**src/rtl/sync_fifo_flex_if.sv**
```systemverilog
// Handshake bundle between a pixel-stream producer/consumer and sync_fifo_flex.
// The master side drives the write and read requests; the FIFO is the slave side.
interface sync_fifo_flex_if #(
  parameter int unsigned C_FIFO_WIDTH = 8,
  parameter int unsigned C_FIFO_DEPTH = 16
);
  localparam int unsigned CntW = $clog2(C_FIFO_DEPTH) + 1;

  logic                    wr_en;
  logic [C_FIFO_WIDTH-1:0] din;
  logic                    full;
  logic                    almost_full;
  logic                    overflow;
  logic                    rd_en;
  logic [C_FIFO_WIDTH-1:0] dout;
  logic                    valid;
  logic                    empty;
  logic                    almost_empty;
  logic                    underflow;
  logic [CntW-1:0]         data_count;

  modport master (
    output wr_en, din, rd_en,
    input  full, almost_full, overflow, dout, valid, empty, almost_empty, underflow,
           data_count
  );

  modport slave (
    input  wr_en, din, rd_en,
    output full, almost_full, overflow, dout, valid, empty, almost_empty, underflow,
           data_count
  );
endinterface

```
**src/rtl/sync_fifo_flex.sv**
```systemverilog
// Single-clock FIFO with standard or first-word-fall-through read, programmable
// almost-full/almost-empty thresholds, error pulses and an exact occupancy count.
module sync_fifo_flex #(
  parameter int unsigned C_FIFO_WIDTH    = 8,
  parameter int unsigned C_FIFO_DEPTH    = 16,
  parameter int unsigned C_FWFT          = 0,
  parameter int unsigned C_AFULL_THRESH  = C_FIFO_DEPTH - 2,
  parameter int unsigned C_AEMPTY_THRESH = 2
) (
  input logic             clk,
  input logic             rst,
  sync_fifo_flex_if.slave fifo
);

  localparam int unsigned PtrW = $clog2(C_FIFO_DEPTH);
  localparam int unsigned CntW = $clog2(C_FIFO_DEPTH) + 1;

  logic [C_FIFO_WIDTH-1:0] mem [C_FIFO_DEPTH];

  logic [PtrW-1:0] wr_ptr_q, wr_ptr_d;
  logic [PtrW-1:0] rd_ptr_q, rd_ptr_d;
  logic [CntW-1:0] count_q, count_d;
  logic            full_q, empty_q, afull_q, aempty_q;
  logic            overflow_q, underflow_q;
  logic            wr_acc, rd_acc;

  // Explicit wrap compare keeps non-power-of-2 depths correct.
  function automatic logic [PtrW-1:0] ptr_inc(input logic [PtrW-1:0] p);
    return (p == PtrW'(C_FIFO_DEPTH - 1)) ? '0 : p + 1'b1;
  endfunction

  always_comb begin
    wr_acc   = fifo.wr_en & ~full_q;
    rd_acc   = fifo.rd_en & ~empty_q;
    wr_ptr_d = wr_acc ? ptr_inc(wr_ptr_q) : wr_ptr_q;
    rd_ptr_d = rd_acc ? ptr_inc(rd_ptr_q) : rd_ptr_q;
    count_d  = count_q;
    case ({wr_acc, rd_acc})
      2'b10:   count_d = count_q + 1'b1;
      2'b01:   count_d = count_q - 1'b1;
      default: count_d = count_q;
    endcase
  end

  // Flags come from the next count so they move on the same edge as data_count.
  always_ff @(posedge clk) begin
    if (rst) begin
      wr_ptr_q    <= '0;
      rd_ptr_q    <= '0;
      count_q     <= '0;
      full_q      <= 1'b0;
      empty_q     <= 1'b1;
      afull_q     <= 1'b0;
      aempty_q    <= 1'b1;
      overflow_q  <= 1'b0;
      underflow_q <= 1'b0;
    end else begin
      wr_ptr_q    <= wr_ptr_d;
      rd_ptr_q    <= rd_ptr_d;
      count_q     <= count_d;
      full_q      <= (count_d == CntW'(C_FIFO_DEPTH));
      empty_q     <= (count_d == '0);
      afull_q     <= (count_d >= CntW'(C_AFULL_THRESH));
      aempty_q    <= (count_d <= CntW'(C_AEMPTY_THRESH));
      overflow_q  <= fifo.wr_en & full_q;
      underflow_q <= fifo.rd_en & empty_q;
    end
  end

  // Storage is never reset; a reset only rewinds the pointers.
  always_ff @(posedge clk) begin
    if (!rst && wr_acc) begin
      mem[wr_ptr_q] <= fifo.din;
    end
  end

  if (C_FWFT != 0) begin : g_fwft
    // Head word shown directly; forced to zero while empty so reset presents dout = 0.
    assign fifo.dout  = empty_q ? '0 : mem[rd_ptr_q];
    assign fifo.valid = ~empty_q;
  end else begin : g_std
    logic [C_FIFO_WIDTH-1:0] dout_q;
    logic                    valid_q;

    always_ff @(posedge clk) begin
      if (rst) begin
        dout_q  <= '0;
        valid_q <= 1'b0;
      end else begin
        valid_q <= rd_acc;
        if (rd_acc) begin
          dout_q <= mem[rd_ptr_q];
        end
      end
    end

    assign fifo.dout  = dout_q;
    assign fifo.valid = valid_q;
  end

  assign fifo.full         = full_q;
  assign fifo.almost_full  = afull_q;
  assign fifo.overflow     = overflow_q;
  assign fifo.empty        = empty_q;
  assign fifo.almost_empty = aempty_q;
  assign fifo.underflow    = underflow_q;
  assign fifo.data_count   = count_q;

endmodule

```
**src/flat_wrapper.sv**
```systemverilog
// flat-port wrapper written by rule: the top's interface ports become plain ports
module sync_fifo_flex_flat 
#(
  parameter int unsigned C_FIFO_WIDTH    = 8,
  parameter int unsigned C_FIFO_DEPTH    = 16,
  parameter int unsigned C_FWFT          = 0,
  parameter int unsigned C_AFULL_THRESH  = C_FIFO_DEPTH - 2,
  parameter int unsigned C_AEMPTY_THRESH = 2
)
  (clk, rst, fifo_wr_en, fifo_din, fifo_rd_en, fifo_full, fifo_almost_full, fifo_overflow, fifo_dout, fifo_valid, fifo_empty, fifo_almost_empty, fifo_underflow, fifo_data_count);
  sync_fifo_flex_if #(.C_FIFO_WIDTH(C_FIFO_WIDTH), .C_FIFO_DEPTH(C_FIFO_DEPTH)) fifo_i ();
  input logic clk;
  input logic rst;
  input wire logic [$bits(fifo_i.wr_en)-1:0] fifo_wr_en;
  input wire logic [$bits(fifo_i.din)-1:0] fifo_din;
  input wire logic [$bits(fifo_i.rd_en)-1:0] fifo_rd_en;
  output wire logic [$bits(fifo_i.full)-1:0] fifo_full;
  output wire logic [$bits(fifo_i.almost_full)-1:0] fifo_almost_full;
  output wire logic [$bits(fifo_i.overflow)-1:0] fifo_overflow;
  output wire logic [$bits(fifo_i.dout)-1:0] fifo_dout;
  output wire logic [$bits(fifo_i.valid)-1:0] fifo_valid;
  output wire logic [$bits(fifo_i.empty)-1:0] fifo_empty;
  output wire logic [$bits(fifo_i.almost_empty)-1:0] fifo_almost_empty;
  output wire logic [$bits(fifo_i.underflow)-1:0] fifo_underflow;
  output wire logic [$bits(fifo_i.data_count)-1:0] fifo_data_count;
  assign fifo_i.wr_en = fifo_wr_en;
  assign fifo_i.din = fifo_din;
  assign fifo_i.rd_en = fifo_rd_en;
  assign fifo_full = fifo_i.full;
  assign fifo_almost_full = fifo_i.almost_full;
  assign fifo_overflow = fifo_i.overflow;
  assign fifo_dout = fifo_i.dout;
  assign fifo_valid = fifo_i.valid;
  assign fifo_empty = fifo_i.empty;
  assign fifo_almost_empty = fifo_i.almost_empty;
  assign fifo_underflow = fifo_i.underflow;
  assign fifo_data_count = fifo_i.data_count;
  sync_fifo_flex #(.C_FIFO_WIDTH(C_FIFO_WIDTH), .C_FIFO_DEPTH(C_FIFO_DEPTH), .C_FWFT(C_FWFT), .C_AFULL_THRESH(C_AFULL_THRESH), .C_AEMPTY_THRESH(C_AEMPTY_THRESH)) u_core (.clk(clk), .rst(rst), .fifo(fifo_i));
endmodule
```
**config.mk**
```make
export PLATFORM = sky130hd
export DESIGN_NAME = sync_fifo_flex_flat
export DESIGN_NICKNAME = d
export VERILOG_FILES = /design/src/rtl/sync_fifo_flex_if.sv /design/src/rtl/sync_fifo_flex.sv /design/src/flat_wrapper.sv
export SDC_FILE = /design/constraint.sdc
export NUM_CORES = 1
export LEC_CHECK = 0
export CORE_ASPECT_RATIO = 1.25
export CORE_MARGIN = 4
export CORE_UTILIZATION = 50
export DETAILED_ROUTE_END_ITERATION = 7
export PLACE_DENSITY_LB_ADDON = 0.08
export SYNTH_ARGS = -nofsm -noshare
export SYNTH_HDL_FRONTEND = slang
export SYNTH_SLANG_ARGS = --single-unit
```
**constraint.sdc**
```tcl
create_clock -name clk -period 3.2 [get_ports clk]
set_input_delay 0.32 -clock clk [delete_from_list [all_inputs] [get_ports clk]]
set_output_delay 0.32 -clock clk [all_outputs]
set_load 0.1 [all_outputs]
```
==> results of run 1 <==
[per-layer routing]
layer | global-route usage | up-vias
met4 | 0.0702 | 0
met5 | 0 | -
met3 | 0.0453 | 14
met1 | 0.220 | 1715
li1 | - | 1594
met2 | 0.301 | 69
[metrics by stage]
step	cells	setup WS, ns	total power, mW
2_1_floorplan	386	0.105	3.32
3_3_place_gp	576	0.253	3.58
3_5_place_dp	576	0.147	3.59
4_1_cts	607	0.560	5.60
5_1_grt	607	0.372	5.78
6_report	607	0.556	5.55
[kinds of logic after synthesis]
| family | after synthesis | synth area share |
|---|---|---|
| AOI/OAI and AO/OA | 46 | 0.0424 |
| buffers and inverters | 33 | 0.0281 |
| DFF | 156 | 0.691 |
| adders and majority gates | 7 | 0.0137 |
| muxes | 41 | 0.143 |
| xor gates and xnor gates | 5 | 0.00687 |
| and+or+nand+nor | 98 | 0.0746 |
[layout by cell type, fill, tap and decap left out, types with 4 or more instances in the layout]
master,n
nand2b_1,4
edfxtp_1,128
clkbuf_16,17
a21oi_1,26
nand2_1,35
nor2_1,27
o21ai_0,6
nor2b_1,4
dfxtp_1,27
inv_1,6
buf_4,23
clkinv_4,4
clkdlybuf4s50_1,27
ha_1,7
or3_1,4
mux4_2,40
nor3_1,8
[flip-flops by register name, summed over array words and instances, names as in the netlist]
signal and count:
u_core.fifo.dout 8, u_core.fifo.almost_empty 1, u_core.fifo.empty 1, u_core.fifo.data_count 5, u_core.mem 128, u_core.fifo.valid 1, u_core.fifo.almost_full 1, u_core.wr_ptr_q 4
u_core.fifo.full 1, u_core.fifo.underflow 1, u_core.fifo.overflow 1, u_core.rd_ptr_q 4
[critical path, cell delays in order]
cell             delay [ns]
clkdlybuf4s50_1        0.47
nor2b_4                0.27
inv_6                  0.08
nand2_1                0.11
xnor2_1                0.12
ha_1                   0.21
nor2b_1                0.19
a32oi_1                0.11
or3_1                  0.35
a21oi_1                0.21
mux2i_1                0.34
and3b_1                0.21
[cells in the mapped netlist, types with 2 or more instances]
| library cell | number | share of area |
|---|---|---|
| edfxtp_1 | 128 | 0.60 |
| mux4_2 | 40 | 0.14 |
| nand2_1 | 35 | 0.021 |
| dfxtp_1 | 28 | 0.088 |
| nor2_1 | 27 | 0.016 |
| a21oi_1 | 26 | 0.020 |
| clkbuf_1 | 12 | 0.0071 |
| nor3_1 | 8 | 0.0063 |
| ha_1 | 7 | 0.014 |
| buf_2 | 6 | 0.0047 |
| inv_1 | 6 | 0.0035 |
| o21ai_0 | 6 | 0.0047 |
| nand2b_1 | 4 | 0.0039 |
| nor2b_1 | 4 | 0.0039 |
| or3_1 | 4 | 0.0039 |
| a211oi_1 | 3 | 0.0035 |
| buf_1 | 3 | 0.0018 |
| nand3_1 | 3 | 0.0024 |
| xor2_1 | 3 | 0.0041 |
| a311oi_1 | 2 | 0.0027 |
| buf_6 | 2 | 0.0035 |
| nor3b_1 | 2 | 0.0024 |
| o211ai_1 | 2 | 0.0024 |
| or4_1 | 2 | 0.0024 |
| xnor2_1 | 2 | 0.0027 |
[power breakdown]
| part | switching, mW | leakage [nW] | total [mW] | internal (mW) |
|---|---|---|---|---|
| clock network | 0.778 | 0.280 | 2.01 | 1.23 |
| registers | 0.0980 | 1.38 | 2.37 | 2.27 |
| logic | 0.764 | 0.738 | 1.17 | 0.403 |
[layout make-up]
type,count,area [um2]
inverters,8,42.5
well taps,164,205
repair buffers,51,463
flip-flops and latches,156,4410
clock inverters,12,165
multi-input cells,197,1790
clock buffers,19,433
fillers,918,4830
[final timing paths]
check                           start  depth (start not counted)             endpoint
setup / recovery           fifo_wr_en                         12    u_core.fifo.empty
hold / removal    u_core.fifo.dout[4]                          2  u_core.fifo.dout[4]
setup reg to reg    u_core.fifo.empty                         11    u_core.fifo.empty
hold reg to reg   u_core.fifo.dout[4]                          2  u_core.fifo.dout[4]
==> out/results.txt, run 1 <==
Die X: 109 um
Routed via count: 3392
Worst-skew pair later-pin latency: 0.41 ns
Placer Congestion: 0.845
Die Y: 134 um
Hold_buf cts: 0
Via-to-Cell Ratio: 5.59
Post-route cell area: 7500 um2
Clock root buffer master: clkbuf_16
Top Ports: 32
Flops & latches, synth: 156
Post-Syn Nets: 405
Data required, critical path: 3.55 ns
Cell Area, Placed: 6900 um2
Starting DRT DRC Count: 176
Die area: 14600 um2
Outcome: finished, final reports clean
M1 wire length: 4770 um
Critical-path maximum fanout: 11
Max_cap viols: 0
Clock buffer depth: 2
Crit path capture type: flop
Routed length on met2: 6340 um
CTS clk-pin slew, worst paths: 0.06 ns
Critical path class: in2reg
Clock sink count: 156
Worst Clk Skew: 0.00906 ns
Site Rows: 45
R2R setup slack: 0.56 ns
Port-buffer cells: 31
Initial antenna violation count: 0
DRT Pass-1 Iters: 4
Fraction of registers with async set/reset: 0
First-pass GRT wire length: 19100 um
Yosys warning count: 0
DR DRC count: 0
Tmin final: 2.64 ns
RSZ-0062 raised after global routing: no
CTS tree: built
Post-layout util: 0.608
Slew HR: 0.345
Top FF cell, synth: edfxtp_1
VDD IR-drop max: 470 uV
Core Region: 12300 um2
Antenna viol nets, final: 0
Final Hold Viols: 0
Resized cells post-CTS: 0
Number of inserted diodes: 0
Critical path arrival: 2.99 ns
Starting Density: 0.517
HPWL after detailed placement: 8200 um
Startpoint Class: input pin
Vias in the first global route: 3528
Postcts setup bufs: 0
Max-slew violation count: 0
Syn Inst Count: 386
Tightest Pin Transition: 0.979 ns
Largest net degree at the start of global routing: 37
Share of cells above drive strength 1: 0.228
Met3 routed WL: 467 um
HP Class: reg2reg
Final TNS setup: 0 ns
Synth Cell Area: 6370 um2
Nets: 450
Power per standard cell area: 739 nW/um2
Avg Cell Area, Syn: 16.5 um2
Routed WL: 11700 um
P&R area growth vs syn: 17.8%
Highest Signal Layer: met4
Hold_ws: 0.456 ns
Synth unique cells: 46
H-tree depth: 4
Post-synth EDFFs: 128
Leakage power: 2.40 nW
WL/cell: 19.3 um
Sequential area share after synthesis: 0.691
Gr ovfl total: 0
All-Layer GR Usage: 0.179
Maximum clock rate: 378 MHz
TritonCTS Buffers: 17
Final setup fails: 0
Final worst path period share: 0.826
Note: power is estimated with default switching activity, not from simulation.
==> run 2, diff against run 1 <==
clock period = 2.65 ns   (was 3.2 ns; I/O delays follow)
==> run 2 against run 1 <==
Critical path depth fell by 3. Clock skew rose by 0.0082 ns. Setup slack got worse by 0.37 ns. Sequential share of layout area fell by 0.56 points. Largest cell class unchanged. Combinational power rose by 28%. Design area rose by 1.2%. Total power rose by 21%. First-iteration DRC count rose by 15%. Clock-buffer cell count fell by 2. Sequential power rose by 20%.
==> out/results.txt, run 2 (synthesis gave the netlist of run 1 again) <==
Final worst path period share: 0.931
Critical path class: reg2reg
Met2 usage in global routing: 0.294
Core Region: 12300 um2
P&R area growth vs syn: 19.1%
Initial antenna violation count: 0
Most frequent cells in the layout: edfxtp_1 (128), buf_4 (52), mux4_2 (40), nand2_1 (35), nor2_1 (27)
Slew HR: 0.538
Final Hold Viols: 0
Starting DRT DRC Count: 202
Via-to-Cell Ratio: 5.53
Top reg by flops: u_core.mem
Final setup margin: 0.184 ns
HPWL after detailed placement: 8120 um
Critical-path maximum fanout: 5
Tightest Pin Transition: 0.693 ns
Gr ovfl total: 0
Layout Cells excl Fill: 621
Die Y: 134 um
Leakage power: 2.50 nW
Worst-skew pair later-pin latency: 0.42 ns
Tmin final: 2.47 ns
Setup WS pre-CTS: -0.283 ns
Worst Clk Skew: 0.0172 ns
Clock buffer depth: 2
Hold depth: 2
Met1 GRT Util: 0.226
Largest net degree at the start of global routing: 38
Routed WL: 11900 um
Final setup fails: 0
Critical path arrival: 2.78 ns
Hold_buf cts: 0
Outcome: finished, final reports clean
Startpoint Class: flop
Port-buffer cells: 31
GRT busiest layer: met2
Site Rows: 45
Met3 Use GR: 0.0443
Antenna viol nets, final: 0
Die X: 109 um
Starting Density: 0.517
Reg2Reg Depth: 9
DRT Pass-1 Iters: 4
Data required, critical path: 2.96 ns
Clock sink count: 156
Max-slew violation count: 0
Routed via count: 3436
Most common cell after layout, fill and taps aside: edfxtp_1
Max FFs per register: 128
Cell Count Post-Placement: 588
VDD IR-drop max: 556 uV
H-tree depth: 4
Nets: 463
R2R setup slack: 0.18 ns
First-pass GRT wire length: 19000 um
DR DRC count: 0
Clock root buffer master: clkbuf_16
CTS clk-pin slew, worst paths: 0.07 ns
Share of cells above drive strength 1: 0.313
Top Ports: 32
Maximum clock rate: 406 MHz
Max_cap viols: 0
All-Layer GR Usage: 0.177
CTS tree: built
TritonCTS Buffers: 17
Placer Congestion: 0.895
Crit path capture type: flop
Die area: 14600 um2
Number of inserted diodes: 0
Power per standard cell area: 885 nW/um2
HP Class: reg2reg
WL/cell: 19.2 um
Vias in the first global route: 3471
[run 2: area by class of cell]
class	instances	area (um2)
clock buffer	17	425
sequential	156	4420
tap	164	205
timing repair buffer	64	520
inverter	8	42.5
fill	924	4740
multi-input combinational	197	1810
clock inverter	15	173
[run 2: critical path, cell delays in order, from the launching register on]
cell and delay [ns]:
dfxtp_4 0.35, nand2b_2 0.22, inv_8 0.06, buf_4 0.12
ha_1 0.26, a221oi_1 0.07, or4_1 0.60, nor4bb_2 0.21
nor4b_2 0.26, and3b_1 0.20
[run 2: metrics by stage]
stage / power (mW) / setup TNS [ns] / instance area [um2] / hold slack [ns] / util
floorplan: 4.02 / 0 / 6380 / 0.364 / -
global placement: 4.38 / -0.545 / 6960 / 0.447 / 0.565
detailed placement: 4.39 / -1.17 / 6960 / 0.452 / 0.565
CTS: 6.77 / 0 / 7560 / 0.452 / 0.613
global route: 7.00 / -0.00249 / 7590 / 0.471 / 0.616
finish: 6.72 / 0 / 7590 / 0.460 / 0.616
[run 2: power by group]
group / total, mW / internal, mW / switching [mW]
registers: 2.85 / 2.75 / 0.0947
logic: 1.50 / 0.537 / 0.965
clock network: 2.37 / 1.27 / 1.10
[run 2: worst paths after layout]
kind	start	end
setup / recovery	u_core.fifo.empty	u_core.fifo.empty
hold / removal	u_core.fifo.dout[3]	u_core.fifo.dout[3]
setup reg to reg	u_core.fifo.empty	u_core.fifo.empty
hold reg to reg	u_core.fifo.dout[3]	u_core.fifo.dout[3]
[run 2: layer usage]
| metal | part of all wire | up-vias |
|---|---|---|
| met5 | 0 | - |
| met2 | 0.53 | 59 |
| met1 | 0.43 | 1741 |
| met3 | 0.031 | 10 |
| li1 | - | 1626 |
| met4 | 0.012 | 0 |
[run 2: repair_timing]
| action | 4_1_cts | 5_1_grt |
|---|---|---|
| hold endpoints to repair | 0 | 0 |
| resized for setup | 0 | 6 |
| buffers inserted | 0 | 1 |
| setup endpoints to repair | 0 | 5 |
==> run 3, diff against run 2 <==
GPL_TIMING_DRIVEN = 1   (was default)
==> results of run 3 <==
Same layout as run 2: the final DEF is identical, and so are final timing and power.
